--- config.mk ---
export PLATFORM = sky130hd
export DESIGN_NAME = usb_cmd_rx
export DESIGN_NICKNAME = d
export VERILOG_FILES = /design/src/rtl/usb_cmd_rx.sv
export SDC_FILE = /design/constraint.sdc
export NUM_CORES = 1
export LEC_CHECK = 0
export ABC_AREA = 0
export BUFFER_PORTS_ARGS = -buffer_cell sky130_fd_sc_hd__buf_2
export CAP_MARGIN = 5
export CORE_MARGIN = 4
export CORE_UTILIZATION = 54
export DETAILED_ROUTE_END_ITERATION = 16
export GPL_TIMING_DRIVEN = 1
export PLACE_DENSITY = 0.84
export REMOVE_ABC_BUFFERS = 1
export SYNTH_ARGS = -nofsm -noshare
export SYNTH_HDL_FRONTEND = slang
export SYNTH_SLANG_ARGS = --single-unit
--- constraint.sdc ---
create_clock -name clk_48mhz -period 3 [get_ports clk_48mhz]
set_clock_uncertainty 0.15 [all_clocks]
set_input_delay 0.6 -clock clk_48mhz [delete_from_list [all_inputs] [get_ports clk_48mhz]]
set_output_delay 0.6 -clock clk_48mhz [all_outputs]
set_load 0.01 [all_outputs]
--- src/rtl/usb_cmd_rx.sv ---
// usb_cmd_rx: parses ASCII duty-set commands from the USB CDC out-pipeline.
// Line grammar: {R|G|B} HEX{NDIG} {CR|LF}, or X {CR|LF}. Each line is case-insensitive.
// Success raises a one-cycle cmd_ok pulse. A malformed line raises a one-cycle cmd_err pulse.
module usb_cmd_rx #(
   parameter int NDIG  = 2,
   parameter int ERR_W = 8,
   localparam int DW   = 4 * NDIG
) (
   input  logic             clk_48mhz,
   input  logic             reset,
   input  logic [7:0]       rx_data,
   input  logic             rx_valid,
   output logic             rx_ready,
   output logic [DW-1:0]    red_duty,
   output logic [DW-1:0]    green_duty,
   output logic [DW-1:0]    blue_duty,
   output logic             cmd_ok,
   output logic             cmd_err,
   output logic [15:0]      rx_count,
   output logic [ERR_W-1:0] err_count
);

   localparam int CW = $clog2(NDIG + 1);
   localparam logic [CW-1:0] CNT_LAST = CW'(NDIG - 1);
   localparam logic [CW-1:0] CNT_ONE  = CW'(1);

   typedef enum logic [1:0] {S_CMD, S_HEX, S_TERM, S_SKIP} state_t;
   typedef enum logic [1:0] {T_RED, T_GREEN, T_BLUE, T_ALL} target_t;

   state_t            r_state;
   target_t           r_target;
   logic [DW-1:0]     r_acc;
   logic [CW-1:0]     r_cnt;
   logic              r_ready;
   logic [DW-1:0]     r_red, r_green, r_blue;
   logic              r_ok, r_err;
   logic [15:0]       r_rx_count;
   logic [ERR_W-1:0]  r_err_count;

   logic              w_accept;
   logic              w_is_term, w_is_space, w_is_hex;
   logic              w_is_r, w_is_g, w_is_b, w_is_x;
   logic [3:0]        w_nib;
   logic              w_err;

   assign w_accept = rx_valid && r_ready;

   // Classify the incoming byte. Bytes with bit 7 set match no class.
   always_comb begin
      w_is_term  = (rx_data == 8'h0D) || (rx_data == 8'h0A);
      w_is_space = (rx_data == 8'h20);
      w_is_r     = (rx_data == 8'h52) || (rx_data == 8'h72);
      w_is_g     = (rx_data == 8'h47) || (rx_data == 8'h67);
      w_is_b     = (rx_data == 8'h42) || (rx_data == 8'h62);
      w_is_x     = (rx_data == 8'h58) || (rx_data == 8'h78);
      w_is_hex   = 1'b0;
      w_nib      = '0;
      if (rx_data >= 8'h30 && rx_data <= 8'h39) begin
         w_is_hex = 1'b1;
         w_nib    = rx_data[3:0];
      end else if ((rx_data >= 8'h41 && rx_data <= 8'h46) ||
                   (rx_data >= 8'h61 && rx_data <= 8'h66)) begin
         w_is_hex = 1'b1;
         w_nib    = rx_data[3:0] + 4'd9;
      end
   end

   // Flag an accepted byte that is illegal in the current state. S_SKIP never flags.
   always_comb begin
      w_err = 1'b0;
      if (w_accept) begin
         unique case (r_state)
            S_CMD:  w_err = !(w_is_term || w_is_space || w_is_r || w_is_g || w_is_b || w_is_x);
            S_HEX:  w_err = !w_is_hex;
            S_TERM: w_err = !w_is_term;
            S_SKIP: w_err = 1'b0;
         endcase
      end
   end

   // Parser FSM, duty registers, pulses and counters.
   always_ff @(posedge clk_48mhz) begin
      if (!reset) begin
         r_state     <= S_CMD;
         r_target    <= T_RED;
         r_acc       <= '0;
         r_cnt       <= '0;
         r_ready     <= 1'b0;
         r_red       <= '0;
         r_green     <= '0;
         r_blue      <= '0;
         r_ok        <= 1'b0;
         r_err       <= 1'b0;
         r_rx_count  <= '0;
         r_err_count <= '0;
      end else begin
         r_ready <= 1'b1;
         r_ok    <= 1'b0;
         r_err   <= w_err;
         if (w_err && (r_err_count != '1))
            r_err_count <= r_err_count + ERR_W'(1);
         if (w_accept) begin
            r_rx_count <= r_rx_count + 16'd1;
            unique case (r_state)
               S_CMD: begin
                  if (w_is_r || w_is_g || w_is_b) begin
                     r_target <= w_is_r ? T_RED : (w_is_g ? T_GREEN : T_BLUE);
                     r_acc    <= '0;
                     r_cnt    <= '0;
                     r_state  <= S_HEX;
                  end else if (w_is_x) begin
                     r_target <= T_ALL;
                     r_state  <= S_TERM;
                  end else if (!(w_is_term || w_is_space)) begin
                     r_state  <= S_SKIP;
                  end
               end
               S_HEX: begin
                  if (w_is_hex) begin
                     r_acc <= {r_acc[DW-5:0], w_nib};
                     r_cnt <= r_cnt + CNT_ONE;
                     if (r_cnt == CNT_LAST)
                        r_state <= S_TERM;
                  end else if (w_is_term) begin
                     r_state <= S_CMD;
                  end else begin
                     r_state <= S_SKIP;
                  end
               end
               S_TERM: begin
                  if (w_is_term) begin
                     r_ok    <= 1'b1;
                     r_state <= S_CMD;
                     unique case (r_target)
                        T_RED:   r_red   <= r_acc;
                        T_GREEN: r_green <= r_acc;
                        T_BLUE:  r_blue  <= r_acc;
                        T_ALL: begin
                           r_red   <= '0;
                           r_green <= '0;
                           r_blue  <= '0;
                        end
                     endcase
                  end else begin
                     r_state <= S_SKIP;
                  end
               end
               S_SKIP: begin
                  if (w_is_term)
                     r_state <= S_CMD;
               end
            endcase
         end
      end
   end

   assign rx_ready   = r_ready;
   assign red_duty   = r_red;
   assign green_duty = r_green;
   assign blue_duty  = r_blue;
   assign cmd_ok     = r_ok;
   assign cmd_err    = r_err;
   assign rx_count   = r_rx_count;
   assign err_count  = r_err_count;

endmodule

==> results of run 1 <==
==> synthesized netlist by cell type, types with 7 or more instances <==
cell	n
a21oi_1	32
a22oi_1	8
clkbuf_1	14
dfxtp_1	65
ha_1	10
inv_1	7
mux2i_1	7
nand2_1	74
nand2b_1	10
nand3_1	13
nor2_1	32
nor2b_1	10
o21ai_0	8
xnor2_1	7
xor2_1	10
==> placed cells by master, fill, tap and decap left out, types with 11 or more instances in the layout <==
master    netlist  final
nand2_1        74     74
dfxtp_1        65     65
buf_2           2     61
nor2_1         32     32
a21oi_1        32     32
nand3_1        13     13
clkbuf_8        0     11
buf_4           0     11
==> worst min-delay path by stage <==
stage / to / slack [ns] / cells after the start
CTS: blue_duty[3] / 0.30 / 2
floorplan: r_acc[1] / 0.29 / 2
finish: blue_duty[3] / 0.30 / 2
detailed placement: green_duty[6] / 0.29 / 2
global route: green_duty[4] / 0.32 / 2
global placement: blue_duty[5] / 0.29 / 2
==> cells by family after synthesis <==
logic type | count (synthesis) | share of synthesized area
AO/OA/AOI/OAI | 70 | 0.146
XOR/XNOR | 17 | 0.0488
AND/OR/NAND/NOR | 172 | 0.274
flip-flops | 65 | 0.427
multiplexers | 8 | 0.0279
buffers and inverters | 26 | 0.0353
adder cells (fa/ha/maj) | 10 | 0.0411
==> sequential cells by signal, indices dropped and copies added, names as in the netlist, 2 cells and up <==
name        cells
r_cnt           2
err_count       8
r_acc           8
green_duty      8
red_duty        8
blue_duty       8
r_state         2
r_target        2
rx_count       16
==> through the flow <==
stage	hold WS, ns	power, mW	TNS (ns)
floorplan	0.291	0.970	0
global placement	0.287	1.02	0
finish	0.297	1.64	0
global route	0.322	1.72	0
CTS	0.301	1.66	0
detailed placement	0.294	1.02	-0.00928
==> area by class of cell <==
type,count,area share
Timing Repair Buffer,72,0.107
Multi-Input combinational cell,277,0.453
Inverter,8,0.00830
Sequential cell,65,0.360
Tap cell,72,0.0249
Clock buffer,11,0.0419
Clock inverter,3,0.00484
==> power groups by stage <==
stage | Sequential [mW] | Combinational (mW) | Clock (mW)
3_5_place_dp | 0.902 | 0.120 | 0
4_1_cts | 0.883 | 0.121 | 0.656
6_report | 0.884 | 0.120 | 0.640
5_1_grt | 0.884 | 0.134 | 0.699
2_1_floorplan | 0.903 | 0.0667 | 0
3_3_place_gp | 0.902 | 0.118 | 0
==> worst reg2reg max path, stage by stage, from the launching register on <==
cell      delay (ns)
dfxtp_1         0.33
nand2_1         0.13
a31o_2          0.24
or4_4           0.43
a211oi_4        0.36
and4_1          0.26
mux2i_1         0.17
==> metal layers <==
layer / part of all wire / vias up / track usage / wire [um]
met5: 0 / - / 0 / 0
met4: 0.018 / 0 / 0.0847 / 114
met3: 0.051 / 12 / 0.0466 / 330
met2: 0.46 / 79 / 0.308 / 2960
met1: 0.47 / 1219 / 0.245 / 3070
li1: - / 1384 / - / -
==> impl_metrics.json, run 1 <==
{
  "clkLatencyLatePin_ns": 0.33,
  "synth.cell_area_sq_mm": 0.00305,
  "final_cells": 508,
  "switching_share": 0.236,
  "place_congestion": 0.847,
  "cts_htree_levels": 3,
  "yosys.cell_types.count": 49,
  "crit_path_end_kind": "register",
  "ys_async_sr_fraction": 0,
  "crit_fanout": 8,
  "grt_first_pass_wirelength_mm": 11.1,
  "post-route-util": 0.657,
  "placedCellCount": 494,
  "antenna_cells": 0,
  "routed_wirelength_mm": 6.48,
  "min_from": "blue_duty[3]",
  "fin_ws_ns": 0.340,
  "setup_viol": 0,
  "fin_nets": 454,
  "worstMarginPinSlew_ns": 0.599,
  "final_area_sq_mm": 0.00362,
  "synth_warnings": 0,
  "syn_inst": 368,
  "fmax_mhz": 376,
  "p_clk_frac": 0.389,
  "numPortBuffers": 61,
  "ys_seq_area_frac": 0.427,
  "holdBufCountCts": 0,
  "cts_buffers": 9,
  "min_path_type": "register to register",
  "num-fill-cells": 497,
  "seqPwrFrac": 0.538,
  "p_leak_nw": 1.54,
  "cts_tree": "built",
  "maxSlewHeadroom": 0.598,
  "avgViaCountPerCell": 5.30,
  "drive_gt1_frac": 0.220,
  "gr-total-overflow": 0,
  "min_period_over_period": 0.887,
  "cp.arrival_ns": 2.78,
  "crit_required_ns": 3.12,
  "drtIter0Drc": 112,
  "coreArea_sq_mm": 0.00551,
  "ios": 62,
  "worst-path-buf-inv": 2,
  "r2r_end": "err_count[7]",
  "crit_family": "simple AND/OR/NAND/NOR gates",
  "post_cts_buffers": 0,
  "drc": 0,
  "crit_cells": 9,
  "seq_area_sq_mm": 0.00130,
  "initial_core_util": 0.554,
  "clockRootBuffer": "clkbuf_8",
  "fp.dieArea_sq_mm": 0.00691,
  "clock_path_buffers": 2,
  "num_vias": 2694,
  "min_period_ns": 2.66,
  "r2r_start": "rx_ready",
  "yosys_most_used_dff": "dfxtp_1",
  "clock_sinks": 65,
  "drt-pass1-iter-count": 4,
  "avgRoutedWirePerCell_um": 12.8,
  "p_int_mw": 1.26,
  "worstRegToRegCells": 6,
  "path_clk_slew_ns": 0.06,
  "hold_viol": 0,
  "slew_viol_final": 0,
  "maxCapViolCount": 0,
  "postSynthAreaPerCell_sq_um": 8.28,
  "grt_max_degree": 37,
  "cp_slowest_cell": "or4_4",
  "comb_power_share": 0.073,
  "ys_seq_elements": 65,
  "dpl_worst_slack_ns": -0.00534,
  "switchingPower_mw": 0.389,
  "crit_type": "primary input to register",
  "synth_top_area_cell": "dfxtp_1",
  "grt_use_total": 0.192,
  "start_kind": "primary input",
  "first_global_vias": 2444,
  "outcome": "finished, final reports clean",
  "die_w_um": 83.1,
  "synth_top_area_share": 0.427,
  "reg2reg_slack_ns": 0.87,
  "detail-route-antenna-nets": 0,
  "area.growth.synth_to_final_pct": 18.7,
  "antenna_found_initial": 0,
  "die_h_um": 83.1,
  "crit_chain": "buf_2, inv_1, ha_1, mux2_4, and3_4, or4_4, a211oi_4, and4_1, mux2i_1",
  "crit_start": "rx_data[0]",
  "ctsResizeCount": 0,
  "slowest_delay_ns": 0.55,
  "vdd_drop_max_v": 0.000269,
  "synth-edff-count": 0,
  "yosys-top-cells-area": "dfxtp_1 43%, nand2_1 9.1%, a21oi_1 5.3%",
  "multi_input_area_sq_mm": 0.00164,
  "powerDensity_mw_per_mm2": 454,
  "placedInstanceArea_sq_mm": 0.00345,
  "dp_hpwl_mm": 4.80,
  "crit_path_end": "err_count[7]",
  "rsz0062_at_grt": "no",
  "fp-row-count": 27
}
Power figures use the tool's default switching activity.
==> run 2, diff against run 1 <==
Settings changed: GPL_TIMING_DRIVEN 1 to 0, SETUP_SLACK_MARGIN from default to 0.5, SLEW_MARGIN from default to 20.
==> impl_metrics.json, run 2 (synthesis gave the netlist of run 1 again) <==
{
  "detail-route-antenna-nets": 0,
  "largest_register_ffs": 16,
  "holdPathEnd": "blue_duty[7]",
  "coreArea_sq_mm": 0.00551,
  "layout_commonest_cell": "nand2_1",
  "clkLatencyLatePin_ns": 0.34,
  "crit_type": "primary input to register",
  "slew_viol_final": 0,
  "num-fill-cells": 424,
  "min_period_over_period": 0.866,
  "path_clk_slew_ns": 0.07,
  "cts_htree_levels": 3,
  "antenna_found_initial": 0,
  "finalPower_mw": 1.79,
  "worstHoldPathCells": 2,
  "ios": 62,
  "cts_buffers": 9,
  "vdd_drop_max_v": 0.000248,
  "crit_start": "rx_data[0]",
  "grt_use_total": 0.198,
  "r2r_end": "err_count[3]",
  "cp_slowest_cell": "or4_4",
  "grt_max_degree": 56,
  "slowest_delay_ns": 0.55,
  "clock_path_buffers": 2,
  "fmax_mhz": 385,
  "outcome": "finished, final reports clean",
  "crit_fanout": 5,
  "die_w_um": 83.1,
  "placedCellCount": 483,
  "clock_sinks": 65,
  "final_cells": 513,
  "initial_core_util": 0.554,
  "r2r_start": "rx_ready",
  "antenna_cells": 0,
  "maxCapViolCount": 0,
  "fin_nets": 457,
  "die_h_um": 83.1,
  "final_cell_mix": "73 x nand2_1, 65 x dfxtp_1, 59 x buf_2, 32 x a21oi_1, 31 x nor2_1",
  "routed_wirelength_mm": 7.20,
  "powerDensity_mw_per_mm2": 466,
  "fp.dieArea_sq_mm": 0.00691,
  "avgViaCountPerCell": 5.46,
  "reg2reg_slack_ns": 0.78,
  "clockRootBuffer": "clkbuf_8",
  "fp-row-count": 27,
  "crit_chain": "buf_12, inv_6, ha_4, mux2_4, and3_4, or4_4, a211oi_4, and3_1, mux2i_1",
  "p_leak_nw": 1.59,
  "holdBufCountCts": 0,
  "cp.arrival_ns": 2.70,
  "hold_viol": 0,
  "num_vias": 2801,
  "final_area_sq_mm": 0.00384,
  "worstRegToRegCells": 6,
  "place_congestion": 0.870,
  "cts_tree": "built",
  "first_global_vias": 2667,
  "drc": 0,
  "post-route-util": 0.697,
  "maxSlewHeadroom": 0.415,
  "placedInstanceArea_sq_mm": 0.00337,
  "crit_path_end_kind": "register",
  "dp_hpwl_mm": 4.60,
  "fin_setup_tns_ns": 0,
  "area.growth.synth_to_final_pct": 25.9,
  "rsz0062_at_grt": "yes",
  "drive_gt1_frac": 0.270,
  "grt_first_pass_wirelength_mm": 11.6,
  "min_path_type": "register to register",
  "min_period_ns": 2.60,
  "crit_required_ns": 3.11,
  "min_from": "blue_duty[7]",
  "drt-pass1-iter-count": 5,
  "numPortBuffers": 61,
  "drtIter0Drc": 227,
  "setup_viol": 0,
  "worstMarginPinSlew_ns": 0.877,
  "gr-total-overflow": 0,
  "avgRoutedWirePerCell_um": 14.0,
  "start_kind": "primary input"
}
[run 2: changes by cell type in the layout (fill, tap and decap cells not counted), moves of 3 or more]
cell / before / now
buf_6: 0 / 3
ha_4: 0 / 3
ha_1: 10 / 7
a22oi_1: 8 / 3
a22oi_2: 0 / 5
[run 2: layout make-up]
type	instances	area (sq um)	share of cell area
clock buffers	10	138	0.0359
clock inverters	6	66.3	0.0173
inverters	8	42.5	0.0111
multi-input cells	277	1750	0.456
flip-flops and latches	65	1300	0.339
well taps	72	90.1	0.0235
repair buffers	75	452	0.118
[run 2: worst max-delay path by stage]
stage	cells past startpoint	end	slack, ns
after floorplan	8	err_count[7]	0.19
after global placement	9	r_acc[1]	-0.12
after detailed placement	9	r_acc[1]	-0.25
after CTS	10	err_count[4]	0.48
after global routing	9	err_count[3]	0.37
final	9	err_count[3]	0.40
[run 2: power by group]
part | switching, mW | internal [mW]
Sequential | 0.0120 | 0.871
Clock | 0.344 | 0.409
Combinational | 0.0866 | 0.0677
Total | 0.443 | 1.35
[run 2: worst max-delay path: cells and delay by family]
family,cells,cell delay (ns)
AND/OR/NAND/NOR,3,0.98
multiplexers,2,0.52
AO/OA/AOI/OAI,1,0.32
adder cells (fa/ha/maj),1,0.15
buffers and inverters,2,0.13
[run 2: per-layer routing]
layer	up-vias	share of wire	track usage	routed length, um
li1	1400	-	-	-
met1	1297	0.43	0.237	3130
met2	96	0.50	0.330	3590
met3	8	0.055	0.0486	395
met4	0	0.013	0.0966	93
met5	-	0	0	0
[run 2: repair_timing]
item | CTS | global route
setup buffers | 5 | 9
pin swaps | 5 | 5
endpoints found under the setup margin | 20 | 19
gates resized for setup | 16 | 22
[run 2: metrics by stage]
| step | hold WS [ns] | setup slack, ns |
|---|---|---|
| 6_report | 0.297 | 0.401 |
| 3_5_place_dp | 0.291 | -0.248 |
| 4_1_cts | 0.300 | 0.478 |
| 5_1_grt | 0.321 | 0.368 |
| 3_3_place_gp | 0.286 | -0.120 |
| 2_1_floorplan | 0.291 | 0.188 |
